## src/rtl/elastic_pipe.sv

```systemverilog
// Valid/ready controlled pipeline of inelastic register stages.
// Each stage tracks a valid bit. An empty stage accepts data even when the stage
// after it is stalled, so bubbles collapse. ready_o is a purely combinational
// function of ready_i and the valid bits. There is no skid buffer.

// One inelastic data register. It loads on en_i.
// It optionally clears to zero on reset.
module inelastic_reg #(
  parameter int width_p = 8,
  parameter int reset_p = 0
) (
  input  logic               clk_i,
  input  logic               reset_i,
  input  logic               en_i,
  input  logic [width_p-1:0] data_i,
  output logic [width_p-1:0] data_o
);

  logic [width_p-1:0] data_q;
  logic [width_p-1:0] data_d;

  // Next data value: load when enabled, otherwise hold.
  always_comb begin
    data_d = data_q;
    if (en_i) begin
      data_d = data_i;
    end
  end

  // Data register. Clearing on reset is optional so the datapath can stay reset-free.
  always_ff @(posedge clk_i) begin
    if (reset_i && (reset_p != 0)) begin
      data_q <= '0;
    end else begin
      data_q <= data_d;
    end
  end

  assign data_o = data_q;

endmodule

module elastic_pipe #(
  parameter int width_p          = 8,
  parameter int depth_p          = 3,
  parameter int datapath_reset_p = 0
) (
  input  logic                         clk_i,
  input  logic                         reset_i,
  input  logic                         valid_i,
  output logic                         ready_o,
  input  logic [width_p-1:0]           data_i,
  output logic                         valid_o,
  input  logic                         ready_i,
  output logic [width_p-1:0]           data_o,
  output logic [$clog2(depth_p+1)-1:0] count_o
);

  localparam int count_w_lp = $clog2(depth_p+1);

  logic [depth_p-1:0]    v_q;
  logic [depth_p-1:0]    v_d;
  logic [depth_p-1:0]    rdy;
  logic [depth_p-1:0]    src;
  logic [depth_p-1:0]    en;
  logic                  rdy_chain;
  logic [count_w_lp-1:0] count_q;
  logic [count_w_lp-1:0] count_d;
  logic                  in_xfer;
  logic                  out_xfer;
  logic [width_p-1:0]    stage_data [depth_p];

  // Readiness ripples from the consumer backwards.
  // A stage can take a word if it is empty or if its own word moves on this cycle.
  always_comb begin
    rdy       = '0;
    rdy_chain = ready_i;
    for (int k = depth_p - 1; k >= 0; k--) begin
      rdy_chain = ~v_q[k] | rdy_chain;
      rdy[k]    = rdy_chain;
    end
  end

  // Source valids and next valid bits.
  // A ready stage takes whatever its source offers, and a stalled stage keeps its word.
  always_comb begin
    src    = '0;
    src[0] = valid_i;
    for (int k = 1; k < depth_p; k++) begin
      src[k] = v_q[k-1];
    end
    v_d = (rdy & src) | (~rdy & v_q);
  end

  assign en       = rdy & src & {depth_p{~reset_i}};
  assign ready_o  = rdy[0] | reset_i;
  assign valid_o  = v_q[depth_p-1] & ~reset_i;
  assign in_xfer  = valid_i & ready_o;
  assign out_xfer = valid_o & ready_i;
  assign data_o   = stage_data[depth_p-1];
  assign count_o  = count_q;

  // Occupancy count: one is added per accepted word and one is subtracted per emitted word.
  always_comb begin
    count_d = count_q + count_w_lp'(in_xfer) - count_w_lp'(out_xfer);
  end

  // Valid bits and occupancy count. Reset discards every in-flight word.
  always_ff @(posedge clk_i) begin
    if (reset_i) begin
      v_q     <= '0;
      count_q <= '0;
    end else begin
      v_q     <= v_d;
      count_q <= count_d;
    end
  end

  for (genvar k = 0; k < depth_p; k++) begin : g_stage
    logic [width_p-1:0] stage_in;
    if (k == 0) begin : g_first
      assign stage_in = data_i;
    end else begin : g_rest
      assign stage_in = stage_data[k-1];
    end
    inelastic_reg #(
      .width_p (width_p),
      .reset_p (datapath_reset_p)
    ) u_reg (
      .clk_i   (clk_i),
      .reset_i (reset_i),
      .en_i    (en[k]),
      .data_i  (stage_in),
      .data_o  (stage_data[k])
    );
  end

endmodule

```

## config.mk

```make
export PLATFORM = sky130hd
export DESIGN_NAME = elastic_pipe
export DESIGN_NICKNAME = d
export VERILOG_FILES = /design/src/rtl/elastic_pipe.sv
export SDC_FILE = /design/constraint.sdc
export NUM_CORES = 1
export LEC_CHECK = 0
export BUFFER_PORTS_ARGS = -buffer_cell sky130_fd_sc_hd__clkbuf_2
export CAP_MARGIN = 20
export CORE_AREA = 5 5 82 61
export CTS_CLUSTER_SIZE = 12
export DETAILED_ROUTE_END_ITERATION = 10
export DIE_AREA = 0 0 87 66
export GPL_TIMING_DRIVEN = 1
export PLACE_DENSITY_LB_ADDON = 0.08
export SLEW_MARGIN = 5
export SYNTH_ARGS = -nofsm -noshare
export SYNTH_HDL_FRONTEND = slang
export SYNTH_SLANG_ARGS = --single-unit
export TNS_END_PERCENT = 50
```

## constraint.sdc

```tcl
create_clock -name clk_i -period 1.5 [get_ports clk_i]
set_input_delay 0.075 -clock clk_i [delete_from_list [all_inputs] [get_ports clk_i]]
set_output_delay 0.075 -clock clk_i [all_outputs]
set_load 0.05 [all_outputs]
```

==> summary.txt, run 1 <==
Status = finished clean
Vias post-DR = 538
First-pass GRT wire length = 2.55 mm
RSZ-0062 raised after global routing = yes
Clk sinks = 29
Top FF cell, synth = edfxtp_1
Critical path endpoint category = register
TritonCTS buffer count = 5
GRT Max-Usage Layer = met2
Pleak = 0.550 nW
Area after DPL = 1200 sq um
CTS tree = yes
M3 GR Usage = 0.0535
Initial core utilization = 0.240
Layout Utilization = 0.341
Layout cells sized above 1 = 0.432
Most common cell in the netlist = edfxtp_1
Ports = 24
Max-slew violation count = 0
M2 GR Usage = 0.0909
Tightest Hold Check Type = in2reg
Clk Latency, worst-skew pair = 0.28 ns
Distinct cells, synth = 17
Crit path max-delay cell type = dfxtp_2
Clock transition at the registers of the reported paths = 0.06 ns
Critical-path maximum fanout = 4
Final setup viols = 0
Crit share post-route = 0.968
Post-synth EDFFs = 24
VDD IR max = 0.591 mV
Antenna viol nets, final = 0
Synth cell count leaders = edfxtp_1 (24), dfxtp_1 (5), nor2b_1 (4)
Vias in the first global route = 549
Std cell rows = 20
Die span in x = 87 um
Core area = 4180 sq um
Synth Net Count = 66
Switch share = 0.200
Fin area = 1420 sq um
Synth Register Bits = 29
Share of total power in combinational logic = 0.069
Synth area leader = edfxtp_1
Initial drt markers = 12
CP peak stage delay = 0.35 ns
Clk_skew = 0.00559 ns
CP Launch Type = register
Fillers = 419
Avg Vias per Cell = 3.59
Clock network power share = 0.425
Layout Area Growth over Synthesis = 42.1%
Total internal power = 1.44 mW
Power Density = 1270 nW/um^2
Grt ovf = 0
Worst path bufs/invs = 1
Ranking of synthesized cells by area = edfxtp_1 (72%), dfxtp_1 (10%), ha_1 (2.5%)
Total Wirelength = 1.62 mm
Sequential fraction of the synthesis area = 0.819
Pre-CTS WS = -0.0778 ns
Initial antenna violation count = 0
Crit path top cell by count = ha_1
Top cell type's share of synthesized area = 0.719
Seq pwr share = 0.506
DRC = 0
Wire per inst = 10.8 um
Port bufs = 23
Post-synth ARST share = 0
Clk buf depth = 2
Die Y = 66 um
Syn Inst Count = 52
GRT Overall Usage = 0.0665
Mean Syn Cell Area = 19.3 sq um
Worst-Margin Slew = 0.678 ns
Post-Syn Area = 1000 sq um
WS Path Type = reg2reg
YS warnings = 0
Max_cap viols = 0
Setup WS post-layout = 0.0475 ns
Critical Path RT = 1.72 ns
Die area = 5740 sq um
H-tree levels = 2
CP delay by family, top = adder cells
Final #Nets = 108
Cell Chain, Critical Path = nand3b_1, o21ai_2, ha_1, inv_1, ha_1, xnor3_1, nor2_1
Switch Pwr = 0.360 mW
Hold Vio Cnt, Final = 0
Initial DRT Pass Iterations = 2
Slew margin rel. = 0.546
Detailed placement HPWL = 1.09 mm
Setup TNS = 0 ns
Met1 usage = 0.0677
Min Clock Period, post-route = 1.45 ns
Antenna cells = 0
Hold_ws = 0.0841 ns
Crit path arrival time = 1.67 ns
Largest net degree at the start of global routing = 10
CTS root buffer = clkbuf_8
FMAX = 688 MHz
RePlAce Congestion = 0.614
cells in the final DEF, fill, tap and decap left out, types with 2 or more instances in the layout:
cell type and instances:
clkbuf_8 5, a21oi_1 2, dfxtp_1 3, dfxtp_2 2, buf_4 5, nor2b_1 3, ha_1 2, dlygate4sd3_1 8
edfxtp_1 24, inv_1 3, clkbuf_2 22
area by class of cell:
type                    count  area, sq um  share of cell area
flip-flops and latches     29          823               0.578
well taps                  55         68.8              0.0483
multi-input cells          19          175               0.123
clock buffers               6         72.6              0.0510
inverters                   3         11.3             0.00791
repair buffers             36          239               0.168
clock inverters             2         33.8              0.0237
final timing paths:
check                                       start                                   end  slack, ns  cells after the start
max                                      register                 count_o[1]$_SDFF_PP0_       0.05                      7
min                                       valid_i                              register       0.08                      3
max reg2reg                              register                 count_o[1]$_SDFF_PP0_       0.05                      7
min reg2reg  g_stage[0].u_reg.data_o[0]$_DFFE_PP_  g_stage[1].u_reg.data_o[0]$_DFFE_PP_       0.42                      0
per-stage QoR:
stage	cells	power (mW)
2_1_floorplan	52	1.00
3_3_place_gp	131	1.04
3_5_place_dp	131	1.04
4_1_cts	149	1.84
5_1_grt	150	1.89
6_report	150	1.80
power by group through the flow:
stage / logic, mW / clock network, mW / registers, mW
6_report: 0.125 / 0.766 / 0.914
5_1_grt: 0.137 / 0.839 / 0.916
4_1_cts: 0.126 / 0.800 / 0.913
3_5_place_dp: 0.109 / 0 / 0.930
3_3_place_gp: 0.109 / 0 / 0.929
2_1_floorplan: 0.0417 / 0 / 0.962
worst reg2reg max path, cell delays in order, from the launching register on:
cell	delay [ns]
dfxtp_2	0.35
nand3b_1	0.16
o21ai_2	0.16
ha_1	0.23
inv_1	0.06
ha_1	0.15
xnor3_1	0.21
nor2_1	0.08
cell families (layout without fill, tap and decap cells):
family,count (synthesis),in the layout,synth area share
AO/OA/AOI/OAI,4,4,0.0250
XOR/XNOR,1,1,0.0225
adder cells (fa/ha/maj),2,2,0.0250
buffers and inverters,4,47,0.0225
flip-flops,29,29,0.819
AND/OR/NAND/NOR,12,12,0.0861
routing by layer:
metal | up-vias | part of all wire | routed length (um)
met1 | 246 | 0.44 | 720
met2 | 15 | 0.44 | 707
met3 | 4 | 0.10 | 162
li1 | 273 | - | -
met4 | 0 | 0.018 | 29
met5 | - | 0 | 0
what timing repair did:
item / in CTS / in global routing
resized for setup: 1 / 6
hold buffers: 8 / 0
buffers inserted: 2 / 1
endpoints found under the hold margin: 8 / 0
setup endpoints to repair: 2 / 9
pin swaps: 2 / 1
Note: power is estimated with default switching activity, not from simulation.
==> inputs of run 2 (changes only) <==
CORE_AREA = 2 2 79 58   (was 5 5 82 61)
CTS_BUF_LIST = sky130_fd_sc_hd__clkbuf_8   (was default)
DIE_AREA = 0 0 81 60   (was 0 0 87 66)
PLACE_DENSITY_LB_ADDON = default   (was 0.08)
==> run 2 against run 1 <==
Register-to-register slack better by 0.05 ns. Total power down 9.2%. Worst setup slack gained 0.046 ns. Cell area down 2.5%. Sequential cell count did not move. Largest power group unchanged. Highest routed layer unchanged.
==> summary.txt, run 2 (synthesis gave the netlist of run 1 again) <==
VDD IR max = 0.415 mV
Tightest Hold Check Type = in2reg
Crit share post-route = 0.937
Reg area = 825 sq um
Critical-path maximum fanout = 4
FMAX = 711 MHz
FF-to-FF path depth = 7
CP peak stage delay = 0.35 ns
Initial DRT Pass Iterations = 2
Area occupied by multi-input gates = 171 sq um
Core area = 4150 sq um
Tot Pwr = 1.64 mW
Antenna cells = 0
H-tree levels = 2
Cell Chain, Critical Path = nand3b_1, buf_4, or2_1, clkbuf_2
Max-slew violation count = 0
Critical Path RT = 1.42 ns
Worst path bufs/invs = 2
Most frequent cells in the layout = edfxtp_1 (24), clkbuf_2 (23), dlygate4sd3_1 (8)
Die span in x = 81 um
Crit path arrival time = 1.33 ns
Final setup viols = 0
Largest net degree at the start of global routing = 11
TritonCTS buffer count = 5
DRC = 0
RePlAce Congestion = 0.737
Most common library cell in the layout ignoring fill and taps = edfxtp_1
Setup TNS = 0 ns
RSZ-0062 raised after global routing = yes
CTS root buffer = clkbuf_8
Max_cap viols = 0
Std cell rows = 20
Antenna viol nets, final = 0
Min Clock Period, post-route = 1.41 ns
Fillers = 433
Power Density = 1180 nW/um^2
Critical path endpoint category = primary output
Slew margin rel. = 0.815
Non-Filler Instances = 149
Dpl cells = 133
Die area = 4860 sq um
Layout Area Growth over Synthesis = 38.5%
GRT Overall Usage = 0.0673
Vias post-DR = 544
Vias in the first global route = 496
Grt ovf = 0
Clk sinks = 29
CP Launch Type = register
Crit path max-delay cell type = dfxtp_2
Hold Vio Cnt, Final = 0
Die Y = 60 um
Detailed placement HPWL = 1.05 mm
Avg Vias per Cell = 3.65
Layout Utilization = 0.334
Hold Path Depth = 3
CP delay by family, top = buffers and inverters
Worst path depth = 4
Clk_skew = 0.00435 ns
Total Wirelength = 1.51 mm
Initial core utilization = 0.241
Wire per inst = 10.1 um
Initial drt markers = 16
Status = finished clean
Port bufs = 23
First-pass GRT wire length = 2.20 mm
Clk buf depth = 2
Ports = 24
Post-CTS Repair Setup Buffers = 0
CTS tree = yes
Initial antenna violation count = 0
Final #Nets = 107
Clock transition at the registers of the reported paths = 0.06 ns
Layout cells sized above 1 = 0.447
WS Path Type = reg2out
Clk Latency, worst-skew pair = 0.27 ns
Pleak = 0.535 nW
Worst-Margin Slew = 0.278 ns
## run 2: area by class of cell
type                    count  area share
inverters                   3     0.00812
clock inverters             3      0.0126
well taps                  55      0.0496
multi-input cells          19       0.124
clock buffers               5      0.0496
flip-flops and latches     29       0.594
repair buffers             35       0.162
## run 2: power by group
group | leakage [nW] | switching (mW) | total, mW | internal (mW)
clock | 0.0439 | 0.281 | 0.599 | 0.319
combinational | 0.227 | 0.0705 | 0.125 | 0.0540
sequential | 0.264 | 0.0121 | 0.914 | 0.902
total | 0.535 | 0.363 | 1.64 | 1.27
## run 2: routing by layer
layer / global-route usage / share of wire / vias up
li1: - / - / 269
met1: 0.0677 / 0.38 / 254
met2: 0.103 / 0.52 / 18
met3: 0.0453 / 0.086 / 3
met4: 0.0436 / 0.015 / 0
met5: 0 / 0 / -
## run 2: path summary, 6_finish.rpt
path / startpoint / endpoint / slack [ns]
setup / recovery: register / ready_o / 0.09
hold / removal: valid_i / register / 0.10
setup reg to reg: register / count_o[1]$_SDFF_PP0_ / 0.10
hold reg to reg: g_stage[0].u_reg.data_o[3]$_DFFE_PP_ / g_stage[1].u_reg.data_o[3]$_DFFE_PP_ / 0.42
## run 2: worst register-to-register path, cell delays in order (launching register included)
cell,delay [ns]
dfxtp_2,0.33
nor2b_4,0.12
and2_1,0.14
ha_1,0.28
inv_1,0.05
ha_1,0.14
xnor3_1,0.20
nor2_1,0.08
## run 2: what timing repair did
action,4_1_cts,5_1_grt
resized for setup,0,3
hold endpoints to repair,8,0
setup endpoints to repair,0,3
hold buffers,8,0
## run 2: through the flow
stage	hold slack [ns]	cell area (sq um)	worst slack, ns
floorplan	0.174	1020	-0.0594
global placement	0.258	1220	0.105
detailed placement	0.257	1220	0.0327
CTS	0.0785	1390	0.0119
global route	0.101	1390	-0.00896
finish	0.103	1390	0.0938
